===== src/rtl/mmio_uart_tx.sv =====
// mmio_uart_tx: MMIO store snooper feeding a FIFO drained as 8N1 UART frames; define MMIO_UART_PARITY_EN for an even-parity bit
module mmio_uart_tx #(
    parameter logic [31:0] TX_ADDR      = 32'h0000_0064,
    parameter int          DEPTH        = 8,
    parameter int          CLKS_PER_BIT = 4
) (
    input  logic                         clk,
    input  logic                         reset,
    input  logic                         write_enab,
    input  logic [31:0]                  data_addr,
    input  logic [31:0]                  write_data,
    output logic                         tx,
    output logic                         busy,
    output logic [$clog2(DEPTH+1)-1:0]   fifo_count,
    output logic                         fifo_full,
    output logic                         overflow
);
    localparam int AW = $clog2(DEPTH);
    localparam int CW = $clog2(DEPTH + 1);
    localparam int TW = CLKS_PER_BIT > 1 ? $clog2(CLKS_PER_BIT) : 1;
`ifdef MMIO_UART_PARITY_EN
    typedef enum logic [2:0] {IDLE, START, DATA, PARITY, STOP} state_t;
`else
    typedef enum logic [2:0] {IDLE, START, DATA, STOP} state_t;
`endif
    state_t          state_q, state_d;
    logic [TW-1:0]   timer_q, timer_d;
    logic [2:0]      bit_q, bit_d;
    logic [7:0]      shift_q, shift_d;
    logic [AW-1:0]   wr_ptr_q, wr_ptr_d, rd_ptr_q, rd_ptr_d;
    logic [CW-1:0]   count_q, count_d;
    logic            overflow_q, overflow_d;
    logic            tx_q, tx_d;
    logic [7:0]      mem_q [DEPTH];
    logic            tick, non_empty, pop, push_req, push;
    logic            unused_ok;
`ifdef MMIO_UART_PARITY_EN
    logic            par_q, par_d;
`endif
    assign unused_ok  = ^write_data[31:8];
    assign tick       = timer_q == TW'(CLKS_PER_BIT - 1);
    assign non_empty  = count_q != '0;
    assign pop        = non_empty && (state_q == IDLE || (state_q == STOP && tick));
    assign push_req   = write_enab && data_addr == TX_ADDR;
    assign push       = push_req && (!fifo_full || pop);
    assign tx         = tx_q;
    assign busy       = state_q != IDLE;
    assign fifo_count = count_q;
    assign fifo_full  = count_q == CW'(DEPTH);
    assign overflow   = overflow_q;

    // FIFO bookkeeping: pointers wrap naturally since DEPTH is a power of two; a refused push is remembered forever
    always_comb begin
        wr_ptr_d   = push ? wr_ptr_q + AW'(1) : wr_ptr_q;
        rd_ptr_d   = pop ? rd_ptr_q + AW'(1) : rd_ptr_q;
        count_d    = count_q + CW'(push) - CW'(pop);
        overflow_d = overflow_q | (push_req & ~push);
`ifdef MMIO_UART_PARITY_EN
        par_d      = pop ? ^mem_q[rd_ptr_q] : par_q;
`endif
    end

    // FIFO storage needs no reset: emptiness is tracked by the pointers and count alone
    always_ff @(posedge clk) begin
        if (push) mem_q[wr_ptr_q] <= write_data[7:0];
    end

    // FSM state register
    always_ff @(posedge clk or negedge reset) begin
        if (!reset) state_q <= IDLE;
        else state_q <= state_d;
    end

    // Next state plus bit timer, bit index and shifter; a pop reloads the shifter for a fresh frame
    always_comb begin
        state_d = state_q;
        timer_d = (state_q == IDLE || tick) ? '0 : timer_q + TW'(1);
        bit_d   = bit_q;
        shift_d = shift_q;
        case (state_q)
            IDLE:  if (non_empty) state_d = START;
            START: if (tick) state_d = DATA;
            DATA: if (tick) begin
                shift_d = shift_q >> 1;
                bit_d   = bit_q + 3'd1;
`ifdef MMIO_UART_PARITY_EN
                if (bit_q == 3'd7) state_d = PARITY;
`else
                if (bit_q == 3'd7) state_d = STOP;
`endif
            end
`ifdef MMIO_UART_PARITY_EN
            PARITY: if (tick) state_d = STOP;
`endif
            STOP:    if (tick) state_d = non_empty ? START : IDLE;
            default: state_d = IDLE;
        endcase
        if (pop) begin
            shift_d = mem_q[rd_ptr_q];
            bit_d   = '0;
        end
    end

    // Output decode from the next state so the registered tx lines up with the state it belongs to
    always_comb begin
        tx_d = 1'b1;
        if (state_d == START) tx_d = 1'b0;
        else if (state_d == DATA) tx_d = shift_d[0];
`ifdef MMIO_UART_PARITY_EN
        else if (state_d == PARITY) tx_d = par_q;
`endif
    end

    // Datapath registers; reset abandons any frame and empties the FIFO
    always_ff @(posedge clk or negedge reset) begin
        if (!reset) begin
            timer_q    <= '0;
            bit_q      <= '0;
            shift_q    <= '0;
            wr_ptr_q   <= '0;
            rd_ptr_q   <= '0;
            count_q    <= '0;
            overflow_q <= 1'b0;
            tx_q       <= 1'b1;
`ifdef MMIO_UART_PARITY_EN
            par_q      <= 1'b0;
`endif
        end else begin
            timer_q    <= timer_d;
            bit_q      <= bit_d;
            shift_q    <= shift_d;
            wr_ptr_q   <= wr_ptr_d;
            rd_ptr_q   <= rd_ptr_d;
            count_q    <= count_d;
            overflow_q <= overflow_d;
            tx_q       <= tx_d;
`ifdef MMIO_UART_PARITY_EN
            par_q      <= par_d;
`endif
        end
    end
endmodule


===== config.mk =====
export PLATFORM = sky130hd
export DESIGN_NAME = mmio_uart_tx
export DESIGN_NICKNAME = d
export VERILOG_FILES = /design/src/rtl/mmio_uart_tx.sv
export SDC_FILE = /design/constraint.sdc
export NUM_CORES = 1
export LEC_CHECK = 0
export CAP_MARGIN = 20
export CORE_MARGIN = 3
export CORE_UTILIZATION = 45
export CTS_CLUSTER_DIAMETER = 120
export DETAILED_ROUTE_END_ITERATION = 7
export GPL_ROUTABILITY_DRIVEN = 0
export MAX_ROUTING_LAYER = met4
export PLACE_DENSITY = 0.77
export SYNTH_ARGS = -nofsm -noshare
export SYNTH_HDL_FRONTEND = slang
export SYNTH_SLANG_ARGS = --single-unit

===== constraint.sdc =====
create_clock -name clk -period 3.78 [get_ports clk]
set_clock_uncertainty 0.1 [all_clocks]
set_input_delay 0.945 -clock clk [delete_from_list [all_inputs] [get_ports clk]]
set_output_delay 0.945 -clock clk [all_outputs]
set_load 0.1 [all_outputs]

==> impl.org <==
** Run status
- Status :: finished clean

** Routing
- The count of nets left with antenna violations once routing finished came out at 0.
- Total length of routed wires :: 7.31 mm
- DR WL met3 :: 230 um
- In the routed design, unresolved DRC markers number 0.
- Vias per inst :: 5.32
- Length of routed wiring on met1 :: 3.11 mm
- Detailed Routing Iterations Pass 1 :: 4
- The routed layout has 2213 vias.
- WL/cell :: 17.6 um
- DR top layer :: met4
- Detail Route met2 WL :: 3.83 mm
- In this run, the number of DRC markers left after iteration 0 of detailed routing was 104.

** Pwr
- Total design power :: 2990 uW
- For this design the ratio of total power to cell area is 628 nW/um^2.
- IR analysis of the VDD net gives a maximum drop of 471 uV.
- In this run the static leakage power is 0.00172 uW.

** Setup path
- In this run the worst setup path terminates at fifo_count[2].
- Together, buffers and inverters on the worst path number 1.
- The slowest stage of the critical path is the sky130_fd_sc_hd__nor4_1 cell.
- The endpoint identified for the worst register-to-register timing path is fifo_count[1].
- Cell family contributing the most delay on the critical path :: simple AND/OR/NAND/NOR gates
- Walking the worst path, the cells encountered are clkdlybuf4s50_1, nor4b_1, nand4_1, nor4_1, nand2b_1, nand2_1, ha_1, fa_1, xor2_1.
- Type of destination of the critical path :: flip-flop
- Depth of the critical timing path with buffers and inverters included :: 9
- In this design, the stage delay of the slowest critical-path cell is 0.45 ns.
- Setup slack, reg-to-reg :: 0.89 ns
- The most critical setup path has its startpoint at data_addr[0].
- The critical path is of the input port to flip-flop type.
- The startpoint identified for the worst register-to-register timing path is timer_q[0].
- Worst Setup Start Kind :: input port
- In this run the worst path has a maximum fanout of 3.
- For the worst flop-to-flop path, the logic depth is 8.
- At the worst endpoint, the required time is 3.93 ns.
- Arr. time, crit path :: 3.44 ns

** STA
- Static timing analysis puts the maximum clock frequency at 0.304 GHz.
- The count of final hold-check violations came to 0.
- Across all hold checks on the routed design, the worst slack comes to 0.346 ns.
- Post-layout min period :: 3.29 ns
- After routing, the total negative slack on setup checks comes to 0 ns.
- The final critical path takes up 87.0% of the cycle.
- Worst relative slew slack :: 35.9%
- At the pin with the least slew margin, the transition time is 0.958 ns.
- Setup violations remaining at the end of the flow were counted as 0.
- The count of pins over their slew limit came to 0.
- Setup repair after global routing left no endpoint under its margin.

** Global routing
- GRT Resource Usage Total :: 16.2%
- The number of global-route vias before repair was 2350.
- Largest net degree at the start of global routing :: 29
- Number of antenna violations at the first check in global routing :: 0
- Leftover overflow at the end of global routing :: 0
- The first global-routing pass estimated 11.8 mm of wire.

** Synth
- Netlist cell types :: 39
- After Yosys synthesis, XOR and XNOR cells account for 1.80% of the synthesized area.
- Sequential area share after synthesis :: 67.3%
- Summing the areas of all compound-gate instances in the mapped netlist gives 5.07% of the synthesized area.
- Mux share of post-synthesis cell area :: 12.1%
- Number of warning messages in the yosys log :: 0
- Share of synthesized cell area in and, or, nand and nor gates :: 8.19%
- After synthesis, the largest family of logic cells by area is multiplexers.
- The synthesized netlist occupies a cell area of 3900 um^2.
- Total of flip-flops plus latches after synthesis :: 92
- The number of nets handed over by synthesis was 320.
- A synthesized cell averages 16.1 um^2.
- Post-synthesis adder-cell area fraction :: 3.73%
- Share of flip-flops with an asynchronous set or reset after synthesis :: 30.4%
- Post-synth EDFFs :: 64
- For this run, the leading register cell type out of synthesis is sky130_fd_sc_hd__edfxtp_1.
- Synthesis handed over a netlist of 242 instances.

** Placement
- Post-DP Area :: 4570 um^2
- Detailed placement finished with a half-perimeter wire length of 5.05 mm.
- Port-buffer cells :: 50
- Cells after DPL :: 400

** Layout
- Cells with a size suffix above 1 make up 18.3% of the layout.
- Non-filler instance count after layout :: 416
- Layout Nets :: 384
- After filler insertion, the fill cell instance count of the layout stands at 632.
- After routing the design area is 4760 um^2.
- The repair_antennas step left the layout with diodes totalling 0.
- Layout Area Growth over Synthesis :: 22.3%

** Clock tree
- Hold bufs inserted after CTS :: 0
- Clock tree synthesis inserted a total of 9 buffers.
- At the later pin of the worst-skew pair, clock insertion delay measures 0.36 ns.
- The longest clock path from root to sink contains 2 buffers.
- Post-CTS repair changed the size of 0 cells.
- CTS built an H-tree with a depth of 3.
- Root buffer cell :: sky130_fd_sc_hd__clkbuf_8
- After clock tree synthesis, the clock-pin slew on the worst setup and hold paths is 0.10 ns.
- TritonCTS built the clock tree.
- Counting every sink on the clock net gives 92.
- Post-CTS timing repair inserted 0 buffers for setup.

** Die
- The floorplan has 33 rows.
- The floorplan step defined a die boundary enclosing 9810 um^2.
- Core outline area :: 8300 um^2
- Number of top-level pins :: 75
- Width of the die :: 99.1 um
- Die extent in y :: 99.1 um
- Once the floorplan was initialized, standard cells occupied 46.9% of the core.

** Run
- Max-cap violations in this run came to 0.

** Worst hold path
- Class of the tightest hold or removal check :: flip-flop to flip-flop
==> placed cells by master (no fill, tap or decap), drive strengths merged, types with 3 or more instances in the layout <==
master         count
nand2             15
xor2               3
xnor2              5
a211oi             7
mux4              16
nor2              13
inv               11
o21ai              3
nor3               4
buf               19
ha                10
nor4b              3
edfxtp            64
a21oi              8
clkdlybuf4s50     44
nor4               5
nor2b              8
nand3b             4
dfrtp             27
mux2i             10
nand2b             3
clkbuf             9
==> synth_stat cells (all sizes together) (3+ instances only) <==
library cell / count / area [um^2]
edfxtp: 64 / 1920
dfrtp: 27 / 676
mux4: 16 / 360
nand2: 15 / 56.3
nor2: 13 / 48.8
ha: 10 / 125
mux2i: 10 / 100
a21oi: 8 / 40.0
nor2b: 8 / 50.1
a211oi: 7 / 52.6
clkbuf: 6 / 22.5
inv: 6 / 22.5
nor4: 5 / 31.3
xnor2: 5 / 43.8
buf: 4 / 20.0
nand3b: 4 / 30.0
nor3: 4 / 20.0
nand2b: 3 / 18.8
nor4b: 3 / 26.3
o21ai: 3 / 15.0
xor2: 3 / 26.3
==> state kept, by name, indices dropped and copies added (netlist names) <==
register and flops:
bit_q 3, fifo_count 4, mem_q 64, overflow 1, rd_ptr_q 3, shift_q 8
state_q 3, timer_q 2, tx 1, wr_ptr_q 3
==> cell families (layout without fill, tap and decap cells) <==
family          count (synthesis)  in the layout
other cells                     1              1
simple gates                   61             61
xor+xnor                        8              8
fa+ha+maj                      11             11
buf+inv                        16             85
mux                            27             27
flops                          92             92
compound gates                 26             26
==> layer usage <==
| metal | vias to the layer above | track usage [%] |
|---|---|---|
| li1 | 1054 | - |
| met4 | 0 | 5.36 |
| met2 | 36 | 27.0 |
| met3 | 13 | 3.61 |
| met1 | 1110 | 19.5 |
| met5 | - | - |
==> through the flow <==
stage                     util, %  setup WS, ns
after floorplan                 -        0.0907
after global placement       55.1         0.164
after detailed placement     55.1         0.158
after CTS                    57.4         0.525
after global routing         57.4         0.331
final                        57.4         0.491
==> worst min path at each step <==
stage	from	endpoint	slack, ns	cells past startpoint
floorplan	timer_q[0]	timer_q[0]	0.31	1
global placement	timer_q[0]	timer_q[0]	0.33	1
detailed placement	timer_q[0]	timer_q[0]	0.34	1
CTS	timer_q[0]	timer_q[0]	0.35	1
global route	timer_q[0]	timer_q[0]	0.37	1
finish	timer_q[0]	timer_q[0]	0.35	1
==> cell type report <==
cell class	count	area, um^2	area share, %
Inverter	6	22.5	0.473
Multi-Input combinational cell	134	1210	25.4
Tap cell	105	131	2.76
Sequential cell	92	2620	55.1
Clock inverter	7	67.6	1.42
Clock buffer	9	124	2.60
Timing Repair Buffer	63	583	12.2
==> power breakdown <==
group          internal [uW]  switching, uW  total [uW]  leakage, uW
sequential              1190            150        1340     0.000918
combinational            447            579        1030     0.000700
clock                    257            368         625    0.0000997
total                   1890           1100        2990      0.00172
Power figures use the tool's default switching activity.
